`src/rtl/fetch_queue_if.sv`:
```
// fetch_queue_if: bundles the instruction-memory request/response bus, the
// redirect request and the decode-side valid/ready handshake of fetch_queue.
//   master : the fetch unit (drives mem_req/mem_addr and all ir_* outputs)
//   slave  : the environment (memory, branch unit, decode)
// Parameters: XLEN (address width), DEPTH (queue entries, sets occupancy width).
interface fetch_queue_if #(
  parameter int XLEN  = 32,
  parameter int DEPTH = 4
);
  localparam int CNT_W = $clog2(DEPTH + 1);

  logic             mem_req;
  logic [XLEN-1:0]  mem_addr;
  logic             mem_gnt;
  logic             mem_rvalid;
  logic [31:0]      mem_rdata;
  logic             redirect_valid;
  logic [XLEN-1:0]  redirect_pc;
  logic             ir_valid;
  logic             ir_ready;
  logic [XLEN-1:0]  ir_pc;
  logic [31:0]      ir_instr;
  logic [6:0]       ir_op;
  logic [4:0]       ir_rd;
  logic [2:0]       ir_func3;
  logic [4:0]       ir_rs1;
  logic [4:0]       ir_rs2;
  logic [6:0]       ir_func7;
  logic [24:0]      ir_extend;
  logic [CNT_W-1:0] occupancy;

  modport master (
    output mem_req, mem_addr,
    input  mem_gnt, mem_rvalid, mem_rdata,
    input  redirect_valid, redirect_pc,
    output ir_valid, ir_pc, ir_instr, ir_op, ir_rd, ir_func3,
    output ir_rs1, ir_rs2, ir_func7, ir_extend, occupancy,
    input  ir_ready
  );

  modport slave (
    input  mem_req, mem_addr,
    output mem_gnt, mem_rvalid, mem_rdata,
    output redirect_valid, redirect_pc,
    input  ir_valid, ir_pc, ir_instr, ir_op, ir_rd, ir_func3,
    input  ir_rs1, ir_rs2, ir_func7, ir_extend, occupancy,
    output ir_ready
  );
endinterface

```
`src/rtl/fetch_queue.sv`:
```
// fetch_queue: sequential instruction fetch unit. Issues word reads to
// instruction memory under a credit limit (buffered + in-flight <= DEPTH),
// keeps the PC of every in-flight request in a tag FIFO, stores returned
// words with their PCs in a DEPTH-entry FIFO, and presents the head entry
// pre-split into RISC-V fields. A redirect flushes everything and restarts
// fetch; responses still in flight at that moment are counted and dropped.
// Ports:
//   clk   - rising-edge clock
//   reset - asynchronous active-high reset
//   bus   - fetch_queue_if.master (memory bus, redirect, decode handshake,
//           occupancy)
// Optional feature macro: FETCH_BYPASS_EN - when defined, an undropped
// response arriving while the queue is empty is presented to decode in the
// same cycle and, if accepted, never written into the queue.
module fetch_queue #(
  parameter int              XLEN     = 32,
  parameter int              DEPTH    = 4,
  parameter logic [XLEN-1:0] RESET_PC = '0
) (
  input logic           clk,
  input logic           reset,
  fetch_queue_if.master bus
);
  localparam int PTR_W  = $clog2(DEPTH);
  localparam int CNT_W  = $clog2(DEPTH + 1);
  // Repeated redirects can stack stale responses beyond DEPTH.
  localparam int DROP_W = 16;

  logic [XLEN-1:0]   fetch_pc_r;
  logic [31:0]       instr_mem_r [DEPTH];
  logic [XLEN-1:0]   pc_mem_r    [DEPTH];
  logic [XLEN-1:0]   tag_mem_r   [DEPTH];
  logic [PTR_W-1:0]  wr_ptr_r;
  logic [PTR_W-1:0]  rd_ptr_r;
  logic [PTR_W-1:0]  tag_wr_r;
  logic [PTR_W-1:0]  tag_rd_r;
  logic [CNT_W-1:0]  count_r;
  logic [CNT_W-1:0]  inflight_r;
  logic [DROP_W-1:0] drop_r;

  logic              credit_ok_s;
  logic              grant_s;
  logic              rsp_keep_s;
  logic              byp_take_s;
  logic              push_s;
  logic              pop_s;
  logic              ir_valid_s;
  logic [31:0]       ir_instr_s;
  logic [XLEN-1:0]   ir_pc_s;
  logic              unused_s;

  assign unused_s    = ^bus.redirect_pc[1:0];
  assign credit_ok_s = ({1'b0, count_r} + {1'b0, inflight_r}) < (CNT_W + 1)'(DEPTH);
  assign bus.mem_req  = !reset && credit_ok_s && !bus.redirect_valid;
  assign bus.mem_addr = fetch_pc_r;
  assign grant_s      = bus.mem_req && bus.mem_gnt;
  // A response is kept only when no stale responses remain and no redirect is flushing.
  assign rsp_keep_s   = bus.mem_rvalid && (drop_r == DROP_W'(0)) && !bus.redirect_valid;

  // Head-entry selection: FIFO head, optional same-cycle bypass, zeros when empty.
  always_comb begin
    ir_valid_s = 1'b0;
    ir_instr_s = 32'h0000_0000;
    ir_pc_s    = '0;
    byp_take_s = 1'b0;
    if (count_r != CNT_W'(0)) begin
      ir_valid_s = 1'b1;
      ir_instr_s = instr_mem_r[rd_ptr_r];
      ir_pc_s    = pc_mem_r[rd_ptr_r];
    end else begin
`ifdef FETCH_BYPASS_EN
      if (rsp_keep_s) begin
        ir_valid_s = 1'b1;
        ir_instr_s = bus.mem_rdata;
        ir_pc_s    = tag_mem_r[tag_rd_r];
        byp_take_s = bus.ir_ready;
      end else begin
        ir_valid_s = 1'b0;
      end
`else
      ir_valid_s = 1'b0;
`endif
    end
  end

  assign push_s = rsp_keep_s && !byp_take_s;
  assign pop_s  = (count_r != CNT_W'(0)) && bus.ir_ready && !bus.redirect_valid;

  assign bus.ir_valid  = ir_valid_s;
  assign bus.ir_instr  = ir_instr_s;
  assign bus.ir_pc     = ir_pc_s;
  assign bus.ir_op     = ir_instr_s[6:0];
  assign bus.ir_rd     = ir_instr_s[11:7];
  assign bus.ir_func3  = ir_instr_s[14:12];
  assign bus.ir_rs1    = ir_instr_s[19:15];
  assign bus.ir_rs2    = ir_instr_s[24:20];
  assign bus.ir_func7  = ir_instr_s[31:25];
  assign bus.ir_extend = ir_instr_s[31:7];
  assign bus.occupancy = count_r;

  // Fetch PC, queue storage, tag FIFO, and credit/drop bookkeeping.
  always_ff @(posedge clk or posedge reset) begin
    if (reset) begin
      fetch_pc_r <= RESET_PC;
      wr_ptr_r   <= '0;
      rd_ptr_r   <= '0;
      tag_wr_r   <= '0;
      tag_rd_r   <= '0;
      count_r    <= '0;
      inflight_r <= '0;
      drop_r     <= '0;
      for (int i = 0; i < DEPTH; i++) begin
        instr_mem_r[i] <= 32'h0000_0000;
        pc_mem_r[i]    <= '0;
        tag_mem_r[i]   <= '0;
      end
    end else if (bus.redirect_valid) begin
      // Every in-flight request becomes stale; one arriving now is already gone.
      fetch_pc_r <= {bus.redirect_pc[XLEN-1:2], 2'b00};
      wr_ptr_r   <= '0;
      rd_ptr_r   <= '0;
      tag_wr_r   <= '0;
      tag_rd_r   <= '0;
      count_r    <= '0;
      inflight_r <= '0;
      drop_r     <= drop_r + DROP_W'(inflight_r) - DROP_W'(bus.mem_rvalid);
    end else begin
      if (grant_s) begin
        fetch_pc_r          <= fetch_pc_r + XLEN'(3'd4);
        tag_mem_r[tag_wr_r] <= fetch_pc_r;
        tag_wr_r            <= tag_wr_r + PTR_W'(1'b1);
      end
      if (bus.mem_rvalid && (drop_r != DROP_W'(0))) begin
        drop_r <= drop_r - DROP_W'(1'b1);
      end
      if (rsp_keep_s) begin
        tag_rd_r <= tag_rd_r + PTR_W'(1'b1);
      end
      if (push_s) begin
        instr_mem_r[wr_ptr_r] <= bus.mem_rdata;
        pc_mem_r[wr_ptr_r]    <= tag_mem_r[tag_rd_r];
        wr_ptr_r              <= wr_ptr_r + PTR_W'(1'b1);
      end
      if (pop_s) begin
        rd_ptr_r <= rd_ptr_r + PTR_W'(1'b1);
      end
      count_r    <= count_r + CNT_W'(push_s) - CNT_W'(pop_s);
      inflight_r <= inflight_r + CNT_W'(grant_s) - CNT_W'(rsp_keep_s);
    end
  end
endmodule
```
`src/flat_wrapper.sv`:
```
// flat-port wrapper written by rule: the top's interface ports become plain ports
module fetch_queue_flat 
#(
  parameter int              XLEN     = 32,
  parameter int              DEPTH    = 4,
  parameter logic [XLEN-1:0] RESET_PC = '0
)
  (clk, reset, bus_mem_req, bus_mem_addr, bus_mem_gnt, bus_mem_rvalid, bus_mem_rdata, bus_redirect_valid, bus_redirect_pc, bus_ir_valid, bus_ir_pc, bus_ir_instr, bus_ir_op, bus_ir_rd, bus_ir_func3, bus_ir_rs1, bus_ir_rs2, bus_ir_func7, bus_ir_extend, bus_occupancy, bus_ir_ready);
  fetch_queue_if #(.XLEN(XLEN), .DEPTH(DEPTH)) bus_i ();
  input logic clk;
  input logic reset;
  output wire logic [$bits(bus_i.mem_req)-1:0] bus_mem_req;
  output wire logic [$bits(bus_i.mem_addr)-1:0] bus_mem_addr;
  input wire logic [$bits(bus_i.mem_gnt)-1:0] bus_mem_gnt;
  input wire logic [$bits(bus_i.mem_rvalid)-1:0] bus_mem_rvalid;
  input wire logic [$bits(bus_i.mem_rdata)-1:0] bus_mem_rdata;
  input wire logic [$bits(bus_i.redirect_valid)-1:0] bus_redirect_valid;
  input wire logic [$bits(bus_i.redirect_pc)-1:0] bus_redirect_pc;
  output wire logic [$bits(bus_i.ir_valid)-1:0] bus_ir_valid;
  output wire logic [$bits(bus_i.ir_pc)-1:0] bus_ir_pc;
  output wire logic [$bits(bus_i.ir_instr)-1:0] bus_ir_instr;
  output wire logic [$bits(bus_i.ir_op)-1:0] bus_ir_op;
  output wire logic [$bits(bus_i.ir_rd)-1:0] bus_ir_rd;
  output wire logic [$bits(bus_i.ir_func3)-1:0] bus_ir_func3;
  output wire logic [$bits(bus_i.ir_rs1)-1:0] bus_ir_rs1;
  output wire logic [$bits(bus_i.ir_rs2)-1:0] bus_ir_rs2;
  output wire logic [$bits(bus_i.ir_func7)-1:0] bus_ir_func7;
  output wire logic [$bits(bus_i.ir_extend)-1:0] bus_ir_extend;
  output wire logic [$bits(bus_i.occupancy)-1:0] bus_occupancy;
  input wire logic [$bits(bus_i.ir_ready)-1:0] bus_ir_ready;
  assign bus_mem_req = bus_i.mem_req;
  assign bus_mem_addr = bus_i.mem_addr;
  assign bus_i.mem_gnt = bus_mem_gnt;
  assign bus_i.mem_rvalid = bus_mem_rvalid;
  assign bus_i.mem_rdata = bus_mem_rdata;
  assign bus_i.redirect_valid = bus_redirect_valid;
  assign bus_i.redirect_pc = bus_redirect_pc;
  assign bus_ir_valid = bus_i.ir_valid;
  assign bus_ir_pc = bus_i.ir_pc;
  assign bus_ir_instr = bus_i.ir_instr;
  assign bus_ir_op = bus_i.ir_op;
  assign bus_ir_rd = bus_i.ir_rd;
  assign bus_ir_func3 = bus_i.ir_func3;
  assign bus_ir_rs1 = bus_i.ir_rs1;
  assign bus_ir_rs2 = bus_i.ir_rs2;
  assign bus_ir_func7 = bus_i.ir_func7;
  assign bus_ir_extend = bus_i.ir_extend;
  assign bus_occupancy = bus_i.occupancy;
  assign bus_i.ir_ready = bus_ir_ready;
  fetch_queue #(.XLEN(XLEN), .DEPTH(DEPTH), .RESET_PC(RESET_PC)) u_core (.clk(clk), .reset(reset), .bus(bus_i));
endmodule
```
`config.mk`:
```
export PLATFORM = sky130hd
export DESIGN_NAME = fetch_queue_flat
export DESIGN_NICKNAME = d
export VERILOG_FILES = /design/src/rtl/fetch_queue_if.sv /design/src/rtl/fetch_queue.sv /design/src/flat_wrapper.sv
export SDC_FILE = /design/constraint.sdc
export NUM_CORES = 1
export LEC_CHECK = 0
export CORE_ASPECT_RATIO = 1.75
export CORE_MARGIN = 2
export CORE_UTILIZATION = 35
export CTS_CLUSTER_SIZE = 16
export DETAILED_ROUTE_END_ITERATION = 10
export SLEW_MARGIN = 20
export SYNTH_ARGS = -nofsm -noshare
export SYNTH_HDL_FRONTEND = slang
export SYNTH_SLANG_ARGS = --single-unit
```
`constraint.sdc`:
```
create_clock -name clk -period 16.61 [get_ports clk]
set_input_delay 3.322 -clock clk [delete_from_list [all_inputs] [get_ports clk]]
set_output_delay 3.322 -clock clk [all_outputs]
set_load 0.05 [all_outputs]
```
* Yosys cells after proc, flatten, opt, wreduce, memory -nomap -nowiden
Cells that the tools add are included.
** Storage, ports and cells
- Bits in registers :: 446
- Input port bits :: 70
- Logic and storage cells :: 99
** Cells by class
- $add $sub $neg :: 13
- $lt $le $gt $ge :: 7
- Mux-type cells :: 33
- Bitwise gates (word level) :: 5
- Reduce and logical (&&, ||, !) cells :: 21
** Operators with widths (number)
- 128-bit bitwise mux :: 3
- 32-bit two-way mux :: 12
- 32-bit binary-select mux with 2-bit select :: 3
- 32-bit demux with 2-bit select :: 2
- 32-bit by 3-bit adder with 32-bit output (second input constant) :: 1
- 16-bit two-way mux :: 2
- 16-bit by 3-bit adder with 16-bit output :: 1
- 16-bit zero test :: 1
- 2-bit two-way mux :: 8
- 16-bit nonzero test :: 1
- 16-bit by 1-bit subtractor with 16-bit output :: 1
- 16-bit by 1-bit subtractor with 16-bit output (second input constant) :: 1
- 3-bit greater-or-equal comparator (second input constant) :: 4
- 2-bit inverter with 3-bit output :: 4
- 1-bit logical AND :: 10
- 2-bit by 1-bit adder with 2-bit output (second input constant) :: 4
- 2-bit nonzero test :: 4
- 3-bit by 1-bit adder with 3-bit output :: 2
- 3-bit by 1-bit less-than comparator with 1-bit output (second input constant) :: 2
- 3-bit two-way mux :: 2
- 3-bit by 1-bit subtractor with 3-bit output :: 2
- 3-bit by 3-bit adder with 4-bit output :: 1
- 4-bit by 3-bit less-than comparator with 1-bit output (second input constant) :: 1
- 2-bit AND reduction :: 2
- 4 further kinds :: 5

* Depth between registers and ports, before layout
Gate-level depths: netlist of run 1.
- Depth in word-level cells :: 8
- Mapped depth :: 13
- Gate-level depth less buffers :: 13

* Worst setup path before layout of run 1
OpenSTA, ideal clock, no wires.
- Path type :: input to output
- From :: in reset
- To :: out bus_mem_req
- Data arrival time :: 4.038 ns
- Required time :: 13.288 ns
- Path slack :: 9.250 ns
- Cell stages on the path :: 2
- Path buffers :: 0
- Cells stage by stage :: nor4_4 and3_1
** On the way
- Longest elaborated chain between the ends :: 3
** Ends and longest elaborated chain
- start, declared :: line flat_wrapper.sv:11 : input logic reset;
- 1-bit zero test :: line fetch_queue.sv:54 : assign bus.mem_req = !reset && credit_ok_s && !bus.redirect_valid;
- 1-bit logical AND (2 in a row) :: line fetch_queue.sv:54
- end, declared :: line flat_wrapper.sv:12 : output wire logic [$bits(bus_i.mem_req)-1:0] bus_mem_req;
Every way passes these cells.

* Worst setup path after layout of run 1
Ends and elaborated chain as after synthesis.

==> results of run 1 <==
layout make-up:
class / instances / area share (%)
inverters: 58 / 0.896
clock buffers: 59 / 4.80
flip-flops and latches: 428 / 42.6
well taps: 786 / 3.91
multi-input cells: 943 / 37.7
clock inverters: 15 / 0.587
repair buffers: 239 / 9.41
cells by family after synthesis:
| kind of cell | synth area share (%) |
|---|---|
| and+or+nand+nor | 6.41 |
| buffers and inverters | 5.72 |
| xor gates and xnor gates | 1.47 |
| AOI/OAI and AO/OA | 4.17 |
| adders and majority gates | 3.32 |
| muxes | 28.8 |
| DFF | 50.1 |
| other | 0.0175 |
registers in the layout, summed over array words and instances, names as in the netlist, 3 cells and up:
register              flops
u_core.tag_mem_r        120
u_core.inflight_r         3
u_core.bus.mem_addr      30
u_core.pc_mem_r         120
u_core.instr_mem_r      128
u_core.drop_r            16
u_core.bus.occupancy      3
routing by layer:
layer  track usage, %  vias to the layer above  wire [µm]
met5                0                        -         18
met4             6.00                        4       1640
met3             2.25                       88       1870
met2             29.8                      286      26700
met1             19.7                     6761      20800
li1                 -                     5852          -
synth_stat cells (7+ instances only):
| library cell | number |
|---|---|
| o21ai_0 | 37 |
| nand4_1 | 10 |
| o311ai_0 | 10 |
| and2_1 | 68 |
| nor2_1 | 48 |
| a211oi_1 | 7 |
| dfrtp_1 | 428 |
| nand3_1 | 18 |
| clkbuf_1 | 37 |
| mux2_2 | 360 |
| nand2_1 | 76 |
| buf_6 | 24 |
| buf_4 | 65 |
| o211ai_1 | 8 |
| buf_1 | 22 |
| inv_1 | 57 |
| and3_1 | 7 |
| mux4_2 | 92 |
| xor2_1 | 10 |
| xnor2_1 | 26 |
| ha_1 | 52 |
| a21oi_1 | 19 |
power breakdown:
group	total, mW	switching [mW]	leakage, nW	internal (mW)
sequential	1.27	0.104	5.78	1.17
clock	0.955	0.416	0.648	0.539
combinational	0.837	0.473	4.87	0.364
per-stage QoR:
step                instances  worst slack, ns
global route             2528             8.07
floorplan                1582             1.37
global placement         2453             8.14
finish                   2528             8.14
detailed placement       2453             8.14
CTS                      2527             8.14
worst paths after layout:
kind,end,slack (ns),cells after the start
max,bus_mem_req,8.14,4
max reg2reg,u_core.instr_mem_r[41]$_DFFE_PP0P_,13.08,9
max in group asynchronous,u_core.instr_mem_r[68]$_DFFE_PP0P_,10.71,4
min reg2reg,u_core.tag_mem_r[112]$_DFFE_PP0P_,0.48,2
min in group asynchronous,u_core.bus.mem_addr[6]$_DFFE_PP0P_,3.38,2
min,u_core.tag_mem_r[112]$_DFFE_PP0P_,0.48,2
worst reg2reg max path: cells and delay by family (launching register included):
family	cells	cell delay, ns
adder cells (fa/ha/maj)	1	0.26
buffers and inverters	2	0.84
flip-flops	1	0.39
multiplexers	1	0.48
AND/OR/NAND/NOR	5	1.44
==> results.sh, run 1 <==
export IMPL_yosys_warnings=0
export IMPL_core_area_mm2=0.0603
export IMPL_max_stage_delay_ns=0.80
export IMPL_wirelength_mm=51.0
export IMPL_critPathMaxFanout=2
export IMPL_grt_pass1_wl_mm=80.7
export IMPL_clk_path_buf_depth=3
export IMPL_finalPower_mw=3.06
export IMPL_drtAntennaViolNets=0
export IMPL_final_hold_viol_count=0
export IMPL_pin_count=228
export IMPL_drv_cap=0
export IMPL_slew_headroom_pct=35.5
export IMPL_fin_tns_setup_ns=0
export IMPL_synth_top_area_share_pct=50.1
export IMPL_antenna_cells=0
export IMPL_yosys_most_used_dff="dfrtp_1"
export IMPL_min_path_type="flop to flop"
export IMPL_dr_first_iter_drc_count=497
export IMPL_grt_max_degree=123
export IMPL_cp_end_kind="primary output"
export IMPL_syn_area_mm2=0.0214
export IMPL_cts_buffers=42
export IMPL_h_tree_depth=2
export IMPL_cp_slowest_cell="clkdlybuf4s50_1"
export IMPL_synth_area_top_cells="dfrtp_1, mux2_2, mux4_2, ha_1, buf_4"
export IMPL_cts_root_buf="clkbuf_16"
export IMPL_nets=1837
export IMPL_avgViaCountPerCell=5.14
export IMPL_final_area_mm2=0.0251
export IMPL_grt_pass1_vias=14100
export IMPL_powerDensity_mw_per_mm2=122
export IMPL_crit_buf_inv=2
export IMPL_r2r_start="u_core.drop_r[5]$_DFFE_PP0P_"
export IMPL_cts_hold_buf=0
export IMPL_drive_above_1_share_pct=32.5
export IMPL_clock_skew_ns=0.0151
export IMPL_start_util_pct=35.5
export IMPL_multi_input_comb_area_mm2=0.00949
export IMPL_yosysTopAreaCell="dfrtp_1"
export IMPL_dp_hpwl_mm=33.9
export IMPL_ctsResizeCount=0
export IMPL_area_growth_pct=17.5
export IMPL_vias=13000
export IMPL_clkSlewWorstSetupHoldPaths_ns=0.06
export IMPL_synth_cell_type_count=61
export IMPL_irDropWorstVdd_mv=0.0973
export IMPL_insertion_delay_ns=0.56
export IMPL_leakage_nw=11.3
export IMPL_rsz0062_at_grt="false"
export IMPL_num_rows=119
export IMPL_die_area_mm2=0.0632
export IMPL_die_h_um=331
export IMPL_synthCells=1579
export IMPL_synth_edf_count=0
export IMPL_setup_viol=0
export IMPL_syn_avg_cell_area_um2=13.5
export IMPL_utilization_pct=41.7
export IMPL_required_ns=13.29
export IMPL_min_from="u_core.tag_mem_r[112]$_DFFE_PP0P_"
export IMPL_post_cts_buffers=0
export IMPL_layout_common_cells="dfrtp_1, mux2_2, clkdlybuf4s50_1"
export IMPL_ys_seq_elements=428
export IMPL_path_common_cell="clkdlybuf4s50_1"
export IMPL_drtPass1Iterations=5
export IMPL_fmax_mhz=118
export IMPL_cts_tree="built"
export IMPL_min_period_over_period_pct=51.0
export IMPL_cp_arrival_ns=5.15
export IMPL_postPlaceCellArea_mm2=0.0238
export IMPL_grt_use_total_pct=16.4
export IMPL_critPathKind="input port to primary output"
export IMPL_slew_viol_final=0
export IMPL_path_cells="clkdlybuf4s50_1 > nor4_4 > and3_1 > clkdlybuf4s50_1"
export IMPL_startpoint="reset"
export IMPL_async_flop_share_pct=100
export IMPL_worstSetupStartpointType="input port"
export IMPL_regArea_mm2=0.0107
export IMPL_path_delay_family="buffers and inverters"
export IMPL_grt_ovfl_total=0
export IMPL_wl_per_cell_um=20.2
export IMPL_timing_hold_ws_ns=0.480
export IMPL_tightest_slew_ns=0.963
export IMPL_gp_congestion=0.838
export IMPL_antenna_found_initial=2
export IMPL_drc=0
export IMPL_cts_num_sinks=428
export IMPL_port_buffers=221
export IMPL_status="completed"
export IMPL_die_w_um=191
export IMPL_fin_crit_ns=8.47
export IMPL_fill_cells=5647
export IMPL_yosysSeqAreaShare_pct=50.1
export IMPL_layout_commonest_cell="dfrtp_1"
(Power assumes the default switching activity.)
==> run 2: changes to the inputs <==
==> constraint.sdc (replaced) <==
create_clock -name clk -period 8.05 [get_ports clk]
set_input_delay 1.61 -clock clk [delete_from_list [all_inputs] [get_ports clk]]
set_output_delay 1.61 -clock clk [all_outputs]
set_load 0.05 [all_outputs]
==> run 2 against run 1 <==
  * Worst setup slack lost 5.5 ns
  * Via count grew 0.18%
  * Power grew 110%
  * Sequential power grew 110%
  * Critical path type is now flop to primary output
==> results.sh, run 2 (same netlist as run 1, synthesis figures left out) <==
export IMPL_nets=1838
export IMPL_avgViaCountPerCell=5.14
export IMPL_fin_ws_ns=2.69
export IMPL_drc=0
export IMPL_worstSetupStartpointType="flop"
export IMPL_p_clk_share_pct=32.8
export IMPL_vias=13000
export IMPL_antenna_cells=0
export IMPL_area_growth_pct=18.3
export IMPL_die_area_mm2=0.0632
export IMPL_min_period_over_period_pct=66.6
export IMPL_pin_count=228
export IMPL_drtPass1Iterations=4
export IMPL_cts_buffers=44
export IMPL_max_stage_delay_ns=1.02
export IMPL_min_path_type="flop to flop"
export IMPL_layout_commonest_cell="dfrtp_1"
export IMPL_slew_viol_final=0
export IMPL_cp_slowest_cell="dfrtp_4"
export IMPL_clk_path_buf_depth=3
export IMPL_powerDensity_mw_per_mm2=256
export IMPL_seqPwrFrac_pct=40.8
export IMPL_cts_root_buf="clkbuf_16"
export IMPL_setup_viol=0
export IMPL_leakage_nw=11.4
export IMPL_cts_num_sinks=428
export IMPL_wirelength_mm=50.9
export IMPL_power_switching_mw=2.06
export IMPL_status="completed"
export IMPL_slew_headroom_pct=35.9
export IMPL_grt_use_total_pct=16.5
export IMPL_p_int_mw=4.43
export IMPL_die_h_um=331
export IMPL_cp_end_kind="primary output"
export IMPL_h_tree_depth=2
export IMPL_post_cts_buffers=0
export IMPL_path_cells="buf_4 > mux4_2 > and2_1 > clkdlybuf4s50_1"
export IMPL_fin_tns_setup_ns=0
export IMPL_dr_first_iter_drc_count=518
export IMPL_grt_max_degree=191
export IMPL_rsz0062_at_grt="false"
export IMPL_critPathKind="flop to primary output"
export IMPL_regArea_mm2=0.0107
export IMPL_ctsResizeCount=0
export IMPL_switching_share_pct=31.7
export IMPL_fill_cells=5627
export IMPL_wl_per_cell_um=20.1
export IMPL_num_rows=119
export IMPL_multi_input_comb_area_mm2=0.00949
export IMPL_drv_cap=0
export IMPL_largest_reg_flops=128
export IMPL_combPwrFrac_pct=26.4
export IMPL_cts_tree="built"
export IMPL_drtAntennaViolNets=0
export IMPL_cp_arrival_ns=3.75
export IMPL_antenna_found_initial=0
export IMPL_irDropWorstVdd_mv=0.165
export IMPL_finalPower_mw=6.48
export IMPL_clkSlewWorstSetupHoldPaths_ns=0.06
export IMPL_clock_skew_ns=0.0275
export IMPL_reg_largest_list="u_core.instr_mem_r: 128 flops, u_core.pc_mem_r: 120 flops, u_core.tag_mem_r: 120 flops"
export IMPL_grt_ovfl_total=0
export IMPL_core_area_mm2=0.0603
export IMPL_largest_register="u_core.instr_mem_r"
export IMPL_fmax_mhz=186
export IMPL_start_util_pct=35.5
export IMPL_layout_common_cells="dfrtp_1, mux2_2, clkdlybuf4s50_1"
export IMPL_grt_pass1_wl_mm=81.0
export IMPL_tightest_slew_ns=0.953
export IMPL_critPathMaxFanout=42
export IMPL_drive_above_1_share_pct=32.4
export IMPL_final_hold_viol_count=0
export IMPL_gp_congestion=0.818
export IMPL_required_ns=6.44
export IMPL_grt_pass1_vias=14100
export IMPL_post_place_ws_ns=2.83
export IMPL_cts_hold_buf=0
export IMPL_port_buffers=221
export IMPL_die_w_um=191
export IMPL_insertion_delay_ns=0.57
export IMPL_fin_crit_ns=5.36
export IMPL_dp_hpwl_mm=33.3
[run 2: worst paths after layout]
check | slack [ns] | start | depth (start not counted) | end
min in group asynchronous | 1.58 | reset | 2 | u_core.drop_r[7]$_DFFE_PP0P_
setup / recovery | 2.69 | u_core.rd_ptr_r[0]$_DFFE_PP0P_ | 4 | bus_ir_extend[5]
max in group asynchronous | 5.02 | reset | 4 | u_core.instr_mem_r[102]$_DFFE_PP0P_
hold / removal | 0.49 | u_core.tag_mem_r[16]$_DFFE_PP0P_ | 2 | u_core.tag_mem_r[16]$_DFFE_PP0P_
setup reg to reg | 4.47 | u_core.drop_r[7]$_DFFE_PP0P_ | 9 | u_core.pc_mem_r[122]$_DFFE_PP0P_
hold reg to reg | 0.49 | u_core.tag_mem_r[16]$_DFFE_PP0P_ | 2 | u_core.tag_mem_r[16]$_DFFE_PP0P_
[run 2: layer usage]
layer / track usage, % / vias to the layer above / share of wire (%)
met5: 0 / - / 0
met4: 5.78 / 0 / 3.0
met3: 2.05 / 73 / 3.4
met2: 29.7 / 286 / 52
met1: 20.2 / 6779 / 42
li1: - / 5876 / -
[run 2: worst max-delay path, delay by kind of cell, from the launching register on]
family	cells	cell delay (ns)
buf+inv	2	1.31
flops	1	1.02
mux	1	0.56
simple gates	1	0.23
[run 2: layout make-up]
| type | instances | share of cell area (%) |
|---|---|---|
| Clock buffer | 65 | 4.90 |
| Clock inverter | 15 | 0.989 |
| Inverter | 58 | 0.875 |
| Sequential cell | 428 | 42.4 |
| Timing Repair Buffer | 238 | 9.48 |
| Tap cell | 786 | 3.89 |
| Multi-Input combinational cell | 943 | 37.5 |
[run 2: power by group through the flow]
stage          sequential, mW  clock [mW]  combinational, mW
4_1_cts                  2.65        2.21               1.73
3_3_place_gp             2.66           0               1.69
3_5_place_dp             2.69           0               1.72
6_report                 2.64        2.13               1.71
5_1_grt                  2.69        2.29               1.91
2_1_floorplan            2.63           0               1.26
[run 2: through the flow]
step	cells	hold WS, ns	cell area, µm²	util (%)
6_report	2533	0.487	25300	42.0
5_1_grt	2533	0.507	25300	42.0
4_1_cts	2531	0.485	25200	41.9
3_5_place_dp	2451	0.470	23800	39.4
3_3_place_gp	2451	0.457	23800	39.4
2_1_floorplan	1582	0.445	21400	-
